==> config.mk <==
export PLATFORM = sky130hd
export DESIGN_NAME = stopwatch_core_flat
export DESIGN_NICKNAME = d
export VERILOG_FILES = /design/src/rtl/stopwatch_core_if.sv /design/src/rtl/stopwatch_core.sv /design/src/flat_wrapper.sv
export SDC_FILE = /design/constraint.sdc
export NUM_CORES = 1
export LEC_CHECK = 0
export CAP_MARGIN = 5
export CORE_MARGIN = 4
export CORE_UTILIZATION = 47
export CTS_BUF_LIST = sky130_fd_sc_hd__clkbuf_16
export CTS_CLUSTER_DIAMETER = 200
export DETAILED_ROUTE_END_ITERATION = 8
export MAX_ROUTING_LAYER = met4
export PLACE_DENSITY = 0.68
export RECOVER_POWER = 50
export SETUP_SLACK_MARGIN = 0.15
export SYNTH_ARGS = -nofsm -noshare
export SYNTH_HDL_FRONTEND = slang
export SYNTH_SLANG_ARGS = --single-unit
==> constraint.sdc <==
create_clock -name i_clk -period 1.9 [get_ports i_clk]
set_input_delay 0.57 -clock i_clk [delete_from_list [all_inputs] [get_ports i_clk]]
set_output_delay 0.57 -clock i_clk [all_outputs]
set_load 0.03 [all_outputs]
==> src/rtl/stopwatch_core_if.sv <==
// Control pulses in, BCD time and status out, between the button/tick logic and the stopwatch core.
interface stopwatch_core_if;
  logic        i_tick;
  logic        i_start_stop;
  logic        i_clear;
  logic        i_lap;
  logic [23:0] o_digits;
  logic        o_running;
  logic        o_lap_active;
  logic        o_wrap;

  modport master (
    output i_tick, i_start_stop, i_clear, i_lap,
    input  o_digits, o_running, o_lap_active, o_wrap
  );

  modport slave (
    input  i_tick, i_start_stop, i_clear, i_lap,
    output o_digits, o_running, o_lap_active, o_wrap
  );
endinterface

==> src/rtl/stopwatch_core.sv <==
// BCD mm:ss.cc stopwatch with run/pause, clear, lap freeze and sticky wrap flag.
// Count changes on the edge that samples a qualifying tick; o_digits has no extra stage; no backpressure.
module stopwatch_core #(
  parameter int TICKS_PER_COUNT = 1
) (
  input  logic            i_clk,
  input  logic            i_rst,
  stopwatch_core_if.slave bus
);

  typedef enum logic [1:0] {IDLE, RUNNING, PAUSED} state_t;

  localparam logic [7:0] PRESC_LAST = 8'(TICKS_PER_COUNT - 1);

  state_t      state;
  logic [23:0] count;
  logic [23:0] snap;
  logic [23:0] count_inc;
  logic [7:0]  presc;
  logic        running;
  logic        lap_active;
  logic        wrap;
  logic        carry;
  logic        carry_out;

  // Ripple a +1 through the six nibbles; tens of seconds/minutes roll at 5.
  always_comb begin
    count_inc = count;
    carry     = 1'b1;
    for (int i = 0; i < 6; i++) begin
      if (carry) begin
        if (count[4*i +: 4] == (((i == 3) || (i == 5)) ? 4'd5 : 4'd9)) begin
          count_inc[4*i +: 4] = 4'd0;
        end else begin
          count_inc[4*i +: 4] = count[4*i +: 4] + 4'd1;
          carry               = 1'b0;
        end
      end
    end
    carry_out = carry;
  end

  always_ff @(posedge i_clk) begin
    if (i_rst || bus.i_clear) begin
      state      <= IDLE;
      count      <= '0;
      snap       <= '0;
      presc      <= '0;
      running    <= 1'b0;
      lap_active <= 1'b0;
      wrap       <= 1'b0;
    end else begin
      // Tick qualification uses the state held before this cycle's transition.
      if (bus.i_tick && (state == RUNNING)) begin
        if (presc == PRESC_LAST) begin
          presc <= '0;
          count <= count_inc;
          if (carry_out) wrap <= 1'b1;
        end else begin
          presc <= presc + 8'd1;
        end
      end

      if (bus.i_lap && (state != IDLE)) begin
        lap_active <= ~lap_active;
        if (!lap_active) snap <= count;
      end

      if (bus.i_start_stop) begin
        case (state)
          IDLE, PAUSED: begin
            state   <= RUNNING;
            running <= 1'b1;
          end
          RUNNING: begin
            state   <= PAUSED;
            running <= 1'b0;
          end
          default: begin
            state   <= IDLE;
            running <= 1'b0;
          end
        endcase
      end
    end
  end

  assign bus.o_digits     = lap_active ? snap : count;
  assign bus.o_running    = running;
  assign bus.o_lap_active = lap_active;
  assign bus.o_wrap       = wrap;

endmodule

==> src/flat_wrapper.sv <==
// flat-port wrapper written by rule: the top's interface ports become plain ports
module stopwatch_core_flat 
#(
  parameter int TICKS_PER_COUNT = 1
)
  (i_clk, i_rst, bus_i_tick, bus_i_start_stop, bus_i_clear, bus_i_lap, bus_o_digits, bus_o_running, bus_o_lap_active, bus_o_wrap);
  stopwatch_core_if bus_i ();
  input  logic i_clk;
  input  logic i_rst;
  input wire logic [$bits(bus_i.i_tick)-1:0] bus_i_tick;
  input wire logic [$bits(bus_i.i_start_stop)-1:0] bus_i_start_stop;
  input wire logic [$bits(bus_i.i_clear)-1:0] bus_i_clear;
  input wire logic [$bits(bus_i.i_lap)-1:0] bus_i_lap;
  output wire logic [$bits(bus_i.o_digits)-1:0] bus_o_digits;
  output wire logic [$bits(bus_i.o_running)-1:0] bus_o_running;
  output wire logic [$bits(bus_i.o_lap_active)-1:0] bus_o_lap_active;
  output wire logic [$bits(bus_i.o_wrap)-1:0] bus_o_wrap;
  assign bus_i.i_tick = bus_i_tick;
  assign bus_i.i_start_stop = bus_i_start_stop;
  assign bus_i.i_clear = bus_i_clear;
  assign bus_i.i_lap = bus_i_lap;
  assign bus_o_digits = bus_i.o_digits;
  assign bus_o_running = bus_i.o_running;
  assign bus_o_lap_active = bus_i.o_lap_active;
  assign bus_o_wrap = bus_i.o_wrap;
  stopwatch_core #(.TICKS_PER_COUNT(TICKS_PER_COUNT)) u_core (.i_clk(i_clk), .i_rst(i_rst), .bus(bus_i));
endmodule
Word level (Yosys, flattened, before mapping). Cells that the tools add are included.

$add $sub $neg: 7. Equal/unequal tests: 8. Multiplexer cells: 21. Bitwise gates (word level): 1. Reductions and logical operators: 14.

Operators with widths (count): 4-bit by 1-bit adder with 4-bit output (second input constant) (6); 24-bit 2-to-1 mux (1); 4-bit 2-to-1 mux (6); 3-bit AND reduction (6); 4-bit == test (second input constant) (4); 1-bit 2-to-1 mux (12); 8-bit by 1-bit adder with 8-bit output (second input constant) (1); 4-bit by 3-bit == test with 1-bit output (second input constant) (2); 8-bit logical NOT (1); 8-bit 2-to-1 mux (1); 2-bit case mux with 2 select lines (1); 2-bit by 1-bit == test with 1-bit output (second input constant) (1); 2-bit == test (second input constant) (1); 1-bit logical AND (2); 2-bit logical NOT (1); 2-bit AND reduction (1); 2-bit nonzero test (1); 2-bit OR reduction (1); 1-bit logical OR (1); 1-bit NOT (1).

Register bits after elaboration: 61. Input bits: 6. Logic and storage cells: 63.

Longest topological paths before layout.
Word-level depth: 8. Depth in mapped cells: 8. Depth with buffers taken out: 6.

Worst setup path before layout. Ideal clock, no wire load.

Kind: reg-to-output. From: register u_core.lap_active, in the netlist u_core.bus.o_lap_active. To: output port bus_o_digits[9]. Arrival: 1.447 ns. Data required time: 1.330 ns. Slack: -0.117 ns. Cell stages (with the launch flop): 3. Buffers on the path: 1. Cell sequence: dfxtp_1 > buf_1 > o21ai_0.

Cells in the longest elaborated chain, start to end: 1.

Ends and longest elaborated chain: start, declared (line stopwatch_core.sv:21) `logic lap_active;`; start signal, assigned (line stopwatch_core.sv:65) `lap_active <= ~lap_active;`; 24-bit 2-to-1 mux; end, declared (line flat_wrapper.sv:14) `output wire logic [$bits(bus_i.o_digits)-1:0] bus_o_digits;`.

No other way between the ends.

Final worst setup path.
From: register u_core.lap_active, in the netlist u_core.bus.o_lap_active. To: output port bus_o_digits[16].

The elaborated chain is that of the path after synthesis.

==> impl_metrics.csv <==
group,metric,value,unit
clocking,clkLatencyLatePin,0.32,ns
sta,period_share,103,%
sta,hold_slack,0.493,ns
power,p_leak,1.83,nW
sta,final-hold-violation-count,0,
min_path,hold_class,"flop to flop",
synth,synth_nets,340,
synth,ys_seq_area_share,40.3,%
floorplan,die-area,0.00768,mm^2
clocking,clk_pin_slew,0.05,ns
sta,relSlewSlack,57.7,%
detailed_routing,num_vias,2923,
floorplan,die_x,87.6,um
critical_path,worstPathMaxFanout,4,
floorplan,coreArea,0.00603,mm^2
synth,synth.distinct_cells,47,
run_status,status,"finished, violations left",
sta,setup_violations,18,
critical_path,crit_chain,"buf_6, buf_6, mux2_4, buf_6",
sta,finalSetupTns,-0.387,ns
detailed_routing,via_per_inst,5.85,
critical_path,crit_path_max_incr_delay,0.41,ns
cells_and_area,layout-drive-gt1-share,42.6,%
placed_design,dp.final_hpwl,4810,um
global_route,grt_pass1_wl,14200,um
run_status,violations,"negative setup slack",
floorplan,rows,28,
synth,synthCells,332,
min_path,worstHoldStart,"u_core.snap[15]",
global_route,antenna_found_initial,0,
sta,drv_slew,0,
cells_and_area,nNetsFinal,430,
floorplan,die_h,87.6,um
floorplan,start_util,49.5,%
clocking,cts.path.max_buffers,2,
sta,max_clock_freq,513,MHz
critical_path,r2r_start,"u_core.presc[1]",
cells_and_area,n_antenna_cell,0,
cells_and_area,final_cell_mix,"50 x dfxtp_1, 45 x nor2_1, 44 x buf_6, 35 x buf_4, 27 x mux2i_1",
synth,avgSynthCellArea,8.98,um^2
sta,period_needed,1.95,ns
clocking,cts_tree,"built",
synth,synth_warnings,0,
global_route,grt_pass1_vias,2907,
placed_design,port-buffer-count,32,
critical_path,worstSetupStartpointType,"flop",
synth,synth_edf_count,0,
sta,setup_ws,-0.0504,ns
synth,synth_seq_cells,60,
cells_and_area,area_growth,57.1,%
global_route,grt_max_degree,21,
detailed_routing,drc_errors,0,
floorplan,boundaryPins,33,
detailed_routing,drt-total-wl,9090,um
flow_run,cap_viol_max_count,0,
sta,worst_slew_pin_slew,0.635,ns
critical_path,worstPathRequired,1.33,ns
clocking,htreeDepth,3,
power,powerDensity,620,mW/mm^2
critical_path,critPathSlowestCell,"dfxtp_4",
clocking,cts_made_buffers,9,
synth,synth-main-ff-cell,"dfxtp_1",
synth,synth.cell_area,0.00298,mm^2
detailed_routing,ant_nets,0,
power,ir_drop,0.570,mV
critical_path,crit_type,"flop to output port",
detailed_routing,routedWlPerCell,18.2,um
global_route,grt_use_total,24.4,%
detailed_routing,drt_iter0_drc,229,
critical_path,startpoint,"u_core.bus.o_lap_active",
clocking,clock-root-buffer,"clkbuf_16",
critical_path,cp_data_arrival_time,1.38,ns
detailed_routing,first_pass_iters,5,
critical_path,cp_common_cell,"buf_6",
sta,fin_skew,0.00624,ns
sta,rsz0062_at_grt,"true",
synth,async_reset_ff_share,0,%
global_route,grt.overflow.total,0,
cells_and_area,layout_commonest_cell,"dfxtp_1",
placed_design,gp_congestion,0.831,
clocking,clock_sinks,60,
critical_path,cp-end-kind,"output port",
## what timing repair did
item                                    CTS  global route
cloned                                    4             0
buffers inserted                         11             7
gates resized for setup                 217            47
hold buffers                              0             0
endpoints found under the setup margin   49            56
endpoints found under the hold margin     0             0
pin swaps                                25            20
## logic make-up (layout without fill, tap and decap cells)
logic type	after synthesis	in the layout	share of synthesized area, %
AND/OR/NAND/NOR	135	135	24.8
AO/OA/AOI/OAI	50	50	10.5
multiplexers	46	46	16.2
buffers and inverters	28	121	4.03
flip-flops	60	60	40.3
XOR/XNOR	11	11	3.23
adder cells (fa/ha/maj)	2	2	0.839
## cell usage after synthesis, types with 3 or more instances
master	number	share of area (%)
dfxtp_1	60	40
nor2_1	45	5.7
mux2i_1	27	9.1
nand2_1	23	2.9
mux2_2	19	7.2
a21oi_1	15	2.5
o21ai_0	15	2.5
nand4_1	12	2.5
clkbuf_1	11	1.4
inv_1	9	1.1
nand3_1	9	1.5
xnor2_1	7	2.1
nor2b_1	6	1.3
nand2b_1	5	1.0
o31ai_1	5	1.3
or3_1	5	1.0
or4_1	5	1.3
xor2_1	4	1.2
and2_1	3	0.63
buf_1	3	0.38
buf_2	3	0.50
nor3_1	3	0.50
o311ai_0	3	0.88
## stage by stage
stage	utilization [%]	setup slack, ns	area (um^2)	std cells	power (mW)
global placement	60.9	-0.384	3670	464	1.40
global route	77.7	-0.0852	4680	500	2.99
detailed placement	60.9	-0.417	3670	464	1.40
finish	77.7	-0.0504	4680	500	2.90
floorplan	-	0.154	3000	332	1.35
CTS	74.4	-0.0467	4490	493	2.91
## state kept, by name, summed over array words and instances, names as in the netlist
register	cells
u_core.count	24
u_core.bus.o_lap_active	1
u_core.state	1
u_core.bus.o_running	1
u_core.bus.o_wrap	1
u_core.presc	8
u_core.snap	24
## power breakdown
| part | internal, mW | switching (mW) | total, mW |
|---|---|---|---|
| combinational | 0.0553 | 0.0713 | 0.127 |
| clock | 0.981 | 0.526 | 1.51 |
| sequential | 1.26 | 0.00401 | 1.27 |
## worst max-delay path, delay by kind of cell, from the launching register on
| kind | cells | cell delay [ns] |
|---|---|---|
| buf+inv | 3 | 0.34 |
| mux | 1 | 0.30 |
| flops | 1 | 0.41 |
## metal layers
layer / track usage (%) / up-vias / share of wire [%]
li1: - / 1378 / -
met3: 3.48 / 13 / 5.2
met5: - / - / 0
met2: 41.0 / 107 / 51
met1: 29.4 / 1425 / 43
met4: 9.62 / 0 / 1.2
## path summary, 6_finish.rpt
kind,to,slack [ns],depth (start not counted)
worst max-delay path,bus_o_digits[16],-0.05,4
worst min-delay path,u_core.snap[15],0.49,2
worst max register to register,u_core.count[9],0.05,9
worst min register to register,u_core.snap[15],0.49,2
## area by class of cell
type                       count  area, um^2
clock buffer                   9         225
clock inverter                 5        46.3
fill                         383        1350
inverter                       9        33.8
multi-input combinational    244        2050
sequential                    60        1220
tap                           75        93.8
timing repair buffer          98        1020
No activity file was read; power rests on OpenSTA's default activity.
